`config.mk`:
```
export PLATFORM = sky130hd
export DESIGN_NAME = mac_accum_seq
export DESIGN_NICKNAME = d
export VERILOG_FILES = /design/src/rtl/mac_accum_seq.sv
export SDC_FILE = /design/constraint.sdc
export NUM_CORES = 1
export LEC_CHECK = 0
export CORE_MARGIN = 2
export CORE_UTILIZATION = 50
export DETAILED_ROUTE_END_ITERATION = 8
export PLACE_DENSITY = 0.75
export SKIP_LAST_GASP = 1
export SLEW_MARGIN = 5
export SYNTH_ARGS = -nofsm -noshare
export SYNTH_HDL_FRONTEND = slang
export SYNTH_SLANG_ARGS = --single-unit
```
`constraint.sdc`:
```
create_clock -name clk -period 4 [get_ports clk]
set_clock_uncertainty 0.15 [all_clocks]
set_input_delay 0.8 -clock clk [delete_from_list [all_inputs] [get_ports clk]]
set_output_delay 0.8 -clock clk [all_outputs]
set_load 0.02 [all_outputs]
```
`src/rtl/mac_accum_seq.sv`:
```
// mac_accum_seq: counted add/sub accumulator with wrap or saturate overflow and a valid/ready result port.
module mac_accum_seq #(
  parameter int W     = 16,
  parameter int LEN_W = 8,
  parameter bit SAT   = 1'b0
) (
  input  logic             clk,
  input  logic             rst_n,
  input  logic             start,
  input  logic [LEN_W-1:0] len,
  input  logic             in_valid,
  output logic             in_ready,
  input  logic [W-1:0]     in_data,
  input  logic             in_sub,
  output logic             out_valid,
  input  logic             out_ready,
  output logic [W-1:0]     acc_out,
  output logic             ovf,
  output logic             busy
);
  typedef enum logic [1:0] {IDLE, ACC, DONE} state_t;
  state_t state;
  logic [W-1:0] acc;
  logic [LEN_W-1:0] count;
  logic [W-1:0] sum;
  logic [W-1:0] nxt;
  logic o_v;
  always_comb begin
    sum = in_sub ? acc - in_data : acc + in_data;
    o_v = (in_sub ? acc[W-1] != in_data[W-1] : acc[W-1] == in_data[W-1]) && (sum[W-1] != acc[W-1]);
    // overflow direction follows the accumulator's sign
    nxt = (SAT && o_v) ? (acc[W-1] ? {1'b1, {(W-1){1'b0}}} : {1'b0, {(W-1){1'b1}}}) : sum;
  end
  always_ff @(posedge clk or negedge rst_n) begin
    if (!rst_n) begin
      state     <= IDLE;
      acc       <= '0;
      count     <= '0;
      in_ready  <= 1'b0;
      out_valid <= 1'b0;
      busy      <= 1'b0;
      ovf       <= 1'b0;
      acc_out   <= '0;
    end else begin
      case (state)
        IDLE: if (start) begin
          acc   <= '0;
          ovf   <= 1'b0;
          count <= len;
          busy  <= 1'b1;
          if (len != '0) begin
            state    <= ACC;
            in_ready <= 1'b1;
          end else begin
            state     <= DONE;
            out_valid <= 1'b1;
            acc_out   <= '0;
          end
        end
        ACC: if (in_valid) begin
          acc   <= nxt;
          ovf   <= ovf | o_v;
          count <= count - LEN_W'(1);
          if (count == LEN_W'(1)) begin
            state     <= DONE;
            in_ready  <= 1'b0;
            out_valid <= 1'b1;
            acc_out   <= nxt;
          end
        end
        DONE: if (out_ready) begin
          state     <= IDLE;
          out_valid <= 1'b0;
          busy      <= 1'b0;
        end
        default: state <= IDLE;
      endcase
    end
  end
endmodule

```
**Yosys cells after proc, flatten, opt, wreduce, memory -nomap -nowiden**

Cells that the tools add are included.

- Bits of input ports: 30
- Register bits after elaboration: 46
- Output and inout port bits: 20

- Bitwise operators: 1
- $add $sub $neg: 3
- Reductions and logical operators: 12
- Equal/unequal tests: 12
- Multiplexer cells: 35

Operator list:

| kind | number |
|---|---|
| 16-bit 2-to-1 mux | 7 |
| 16-bit case mux with 2 select lines | 2 |
| 16-bit adder | 1 |
| 8-bit 2-to-1 mux | 2 |
| 8-bit case mux with 2 select lines | 1 |
| 16-bit subtractor | 1 |
| 1-bit 2-to-1 mux | 13 |
| 2-bit != test (second input constant) | 6 |
| 2-bit 2-to-1 mux | 5 |
| 5-bit AND reduction | 2 |
| 8-bit by 1-bit equality test with 1-bit output (second input constant) | 1 |
| 8-bit nonzero test | 1 |
| 8-bit by 1-bit subtractor with 8-bit output (second input constant) | 1 |
| 1-bit case mux with 2 select lines | 3 |
| 2-bit case mux with 3 select lines | 1 |
| 3-bit AND reduction | 2 |
| 6-bit AND reduction | 1 |
| 4-bit AND reduction | 1 |
| 2-bit nonzero test | 2 |
| 1-bit case mux with 3 select lines | 1 |
| 3-bit nonzero test | 1 |
| 2-bit by 1-bit equality test with 1-bit output (second input constant) | 1 |
| 2-bit equality test (second input constant) | 1 |
| 2-bit logical NOT | 1 |
| other kinds (4) | 5 |

**Longest topological paths before layout**

- Depth in word-level cells: 7
- Depth in mapped cells: 15

**Worst setup path after synthesis**

OpenSTA, ideal clock, no wires.

- Kind: in2reg
- Start: input port in_data[10]
- End: register ovf
- Path slack: 506 ps
- Cell stages on the path: 12
- Data arrival time: 3226 ps
- Path buffers: 0
- Required time: 3732 ps
- Cell sequence: or4_4 nor3_1 a31oi_1 xnor2_1 ha_1 nand2_1 o21ai_0 inv_1 a221o_2 o2bb2ai_1 mux2i_1 a21o_1

- Longest elaborated chain between the ends: 7
- Elaborated cells between the ends (all ways): 8

Ends and longest elaborated chain:

| element | RTL line | source |
|---|---|---|
| start: declaration | 13 | `input logic [W-1:0] in_data,` |
| 16-bit adder / 16-bit subtractor (equally long branches) | 29 | `sum = in_sub ? acc - in_data : acc + in_data;` |
| 16-bit 2-to-1 mux (*) | 29 |  |
| 1-bit != test (*) | 30 | `o_v = (in_sub ? acc[W-1] != in_data[W-1] : acc[W-1] == in_data[W-1]) && (sum[W-1] != acc[W-1]);` |
| 1-bit logical AND (*) | 30 |  |
| 1-bit bitwise OR (*) | 62 | `ovf <= ovf \| o_v;` |
| 1-bit 2-to-1 mux (*) | 60 | `ACC: if (in_valid) begin` |
| 1-bit case mux with 2 select lines (*) | 45 | `case (state)` |
| end signal: assignment | 62 |  |
| end: declaration | 18 | `output logic ovf,` |

Every way passes the cells marked *; elsewhere a longest branch is shown, timed or not. The select of a mux whose other input is x is not followed.
A chain may end at the register's enable or synchronous reset.

**Final worst setup path**

Same ends and word-level chain as after synthesis.

==> flow_summary.ini <==
[pwr]
comb_power_share_pct = 58.4
swShare_pct = 42.4
power.net_switching_uw = 1150
power.density_nw_per_um2 = 684
p_int_uw = 1560
portion_of_total_power_attributed_to_sequential_cells_pct = 30.2
report.power.total_uw = 2700
clock_power_share_pct = 11.3
total_leakage_power_uw = 0.00175
max-vdd-ir-drop_v = 0.000339

[place]
place.port_buffers = 49
dp.cells = 510
gp_routability_congestion = 1.01
placed_wire_length_estimate_microns = 5900

[detailed_routing]
route.layer.met1.wl_microns = 3420
drt.antenna.violating_nets = 0
drt_drc_violations_left = 0
dr.first_iter.drc_count = 143
route.vias.total = 2963
dr_wl_met3_microns = 282
maxUsedRoutingLayer = met4
dr_wl_met2_microns = 3980
wl_microns = 7820
routed_wire_length_per_instance_microns = 15.1
drt-vias-per-instance = 5.72
dr.pass1.iters = 4

[cts]
cts_root_buffer = clkbuf_8
cts_setup_buffers = 0
cts_made_buffers = 5
clk_transition_reported_paths_ns = 0.09
cts_buffer_depth = 2
insertion_delay_ns = 0.31
numClockSinks = 46
postCtsResizedCells = 0
tritoncts_clock_tree = yes
hold_buffers = 0
cts-htree-levels = 2

[synth]
dominantRegCellSynth = dfrtp_1
synth.top_cell.area_share_pct = 37.2
post-synth-top-area-cell = dfrtp_1
netlist-cell-type-count = 53
synth_cells = 369
async_flop_share_pct = 100
sequential_element_share_of_the_synthesized_area_pct = 37.2
synthesis.yosys.warnings = 0
post_synth_edffs = 0
synth.top_cells.by_area = dfrtp_1 (37%), ha_1 (7.3%), nand2_1 (5.9%), xnor2_1 (5.7%), a21oi_1 (5.0%)
netlist_area_sq_um = 3090
mean_cell_area_of_the_mapped_netlist_sq_um = 8.38
postSynthNetCount = 418
postSynthRegisterBits = 46

[cells_and_area]
num_antenna_cells = 0
areaGrowthSynthToFinish_pct = 27.8
n_fill_cell = 500
layout.nets = 491
post_route_cells_drive_above_1_share_pct = 11.3
layout_commonest_cell = nand2_1
layoutNonFillerInstCount = 518
final_cell_mix = nand2_1 (49), clkdlybuf4s50_1 (48), dfrtp_1 (46), a21oi_1 (31), buf_4 (31)

[timing]
max_slew_margin_pct = 28.6
worstMarginPinSlew_ns = 1.07
timing.final.crit_period_ns = 3.82
whs_ns = 0.342
final-setup-viol-count = 0
max_freq_mhz = 262
slew_violations = 0
post-route-period-util_pct = 95.6
finalHoldViolations = 0
grt_setup_unrepaired = no

[flow_run]
maxCapViolCount = 0

[setup_path]
worst-setup-path-type = in2reg
start_kind = primary input
crit_path_max_fanout = 4
required_ns = 4.10
worst_ep_arrival_time_ns = 3.92
crit_path_end_kind = register

[floorplanning]
floorplan.initialDensity_pct = 51.9
floorplan.die.width_microns = 82.6
fp.dieArea_sq_um = 6830
io_pins = 50
fp.dieH_microns = 82.6
core_sq_um = 5960
placement_rows = 28

[run_status]
outcome = finished clean

[global_routing]
grt_remaining_overflow = 0
grt_max_degree = 47
first_pass_grt_wire_length_microns = 12800
grt.total_usage_pct = 24.7
grt_antenna_before_repair = 0
first_global_vias = 2798

[hold_path]
hp-class = reg2reg
## cells in the mapped netlist, drive strengths merged (4+ instances only)
library cell / n
nand2: 49
dfrtp: 46
o21ai: 37
a21oi: 31
nor2: 25
inv: 21
xnor2: 20
ha: 18
clkbuf: 15
nand3: 12
nor3: 9
o22ai: 7
a22o: 6
a21o: 5
o31ai: 5
or3: 5
and2: 4
o2111ai: 4
xor2: 4
## cell type report
type / count / area (sq um) / share of cell area [%]
Clock inverter: 1 / 5.00 / 0.127
Clock buffer: 7 / 86.3 / 2.18
Tap cell: 75 / 93.8 / 2.37
Timing Repair Buffer: 81 / 738 / 18.7
Sequential cell: 46 / 1150 / 29.1
Inverter: 21 / 78.8 / 1.99
Multi-Input combinational cell: 287 / 1800 / 45.5
## through the flow
| stage | setup TNS [ns] | setup slack, ns | area (sq um) | util [%] |
|---|---|---|---|---|
| after floorplan | 0 | 0.506 | 3090 | - |
| after global placement | -0.398 | -0.182 | 3860 | 64.8 |
| after detailed placement | -0.632 | -0.224 | 3860 | 64.8 |
| after CTS | 0 | 0.0931 | 3950 | 66.3 |
| after global routing | 0 | 0.00228 | 3950 | 66.3 |
| final | 0 | 0.176 | 3950 | 66.3 |
## logic make-up (layout without fill, tap and decap cells)
| logic type | Yosys count | count (layout) | share of synthesized area, % |
|---|---|---|---|
| and+or+nand+nor | 124 | 124 | 18.9 |
| AOI/OAI and AO/OA | 117 | 117 | 23.4 |
| DFF | 46 | 46 | 37.2 |
| buffers and inverters | 36 | 110 | 4.69 |
| xor gates and xnor gates | 24 | 24 | 6.80 |
| adders and majority gates | 19 | 19 | 7.93 |
| muxes | 3 | 3 | 1.05 |
## flip-flops by register name (all words and copies together) (netlist names)
register / count
in_ready: 1
count: 8
acc: 16
state: 2
acc_out: 16
out_valid: 1
busy: 1
ovf: 1
## worst paths after layout
| kind | start | endpoint | slack (ns) | cells after the start |
|---|---|---|---|---|
| worst min register to register | acc_out[1]$_DFFE_PN0P_ | acc_out[1]$_DFFE_PN0P_ | 0.34 | 2 |
| max in group asynchronous | rst_n | acc_out[15]$_DFFE_PN0P_ | 2.55 | 1 |
| min in group asynchronous | rst_n | acc[3]$_DFFE_PN0P_ | 0.52 | 1 |
| worst max-delay path | in_data[10] | ovf$_DFFE_PN0P_ | 0.18 | 12 |
| worst max register to register | acc[0]$_DFFE_PN0P_ | acc[14]$_DFFE_PN0P_ | 1.41 | 10 |
| worst min-delay path | acc_out[1]$_DFFE_PN0P_ | acc_out[1]$_DFFE_PN0P_ | 0.34 | 2 |
## power groups by stage
stage	registers, uW	logic, uW	clock network (uW)
2_1_floorplan	875	933	0
3_3_place_gp	818	1520	0
3_5_place_dp	824	1560	0
4_1_cts	817	1570	310
5_1_grt	845	1750	328
6_report	817	1580	306
## worst max-delay path, stage by stage
cell             delay [ns]
clkdlybuf4s50_1        0.42
or4_4                  0.57
nor3_1                 0.28
a31oi_1                0.16
xnor2_1                0.15
ha_1                   0.30
a21oi_1                0.14
o21ai_1                0.11
a2111oi_0              0.42
o2bb2ai_1              0.23
mux2i_1                0.23
a21o_1                 0.10
## routing by layer
layer	vias to the layer above	global-route usage, %
met5	-	0
met4	0	8.36
met3	16	4.13
met2	73	43.0
met1	1401	31.0
li1	1473	-
Note: power is estimated with default switching activity, not from simulation.
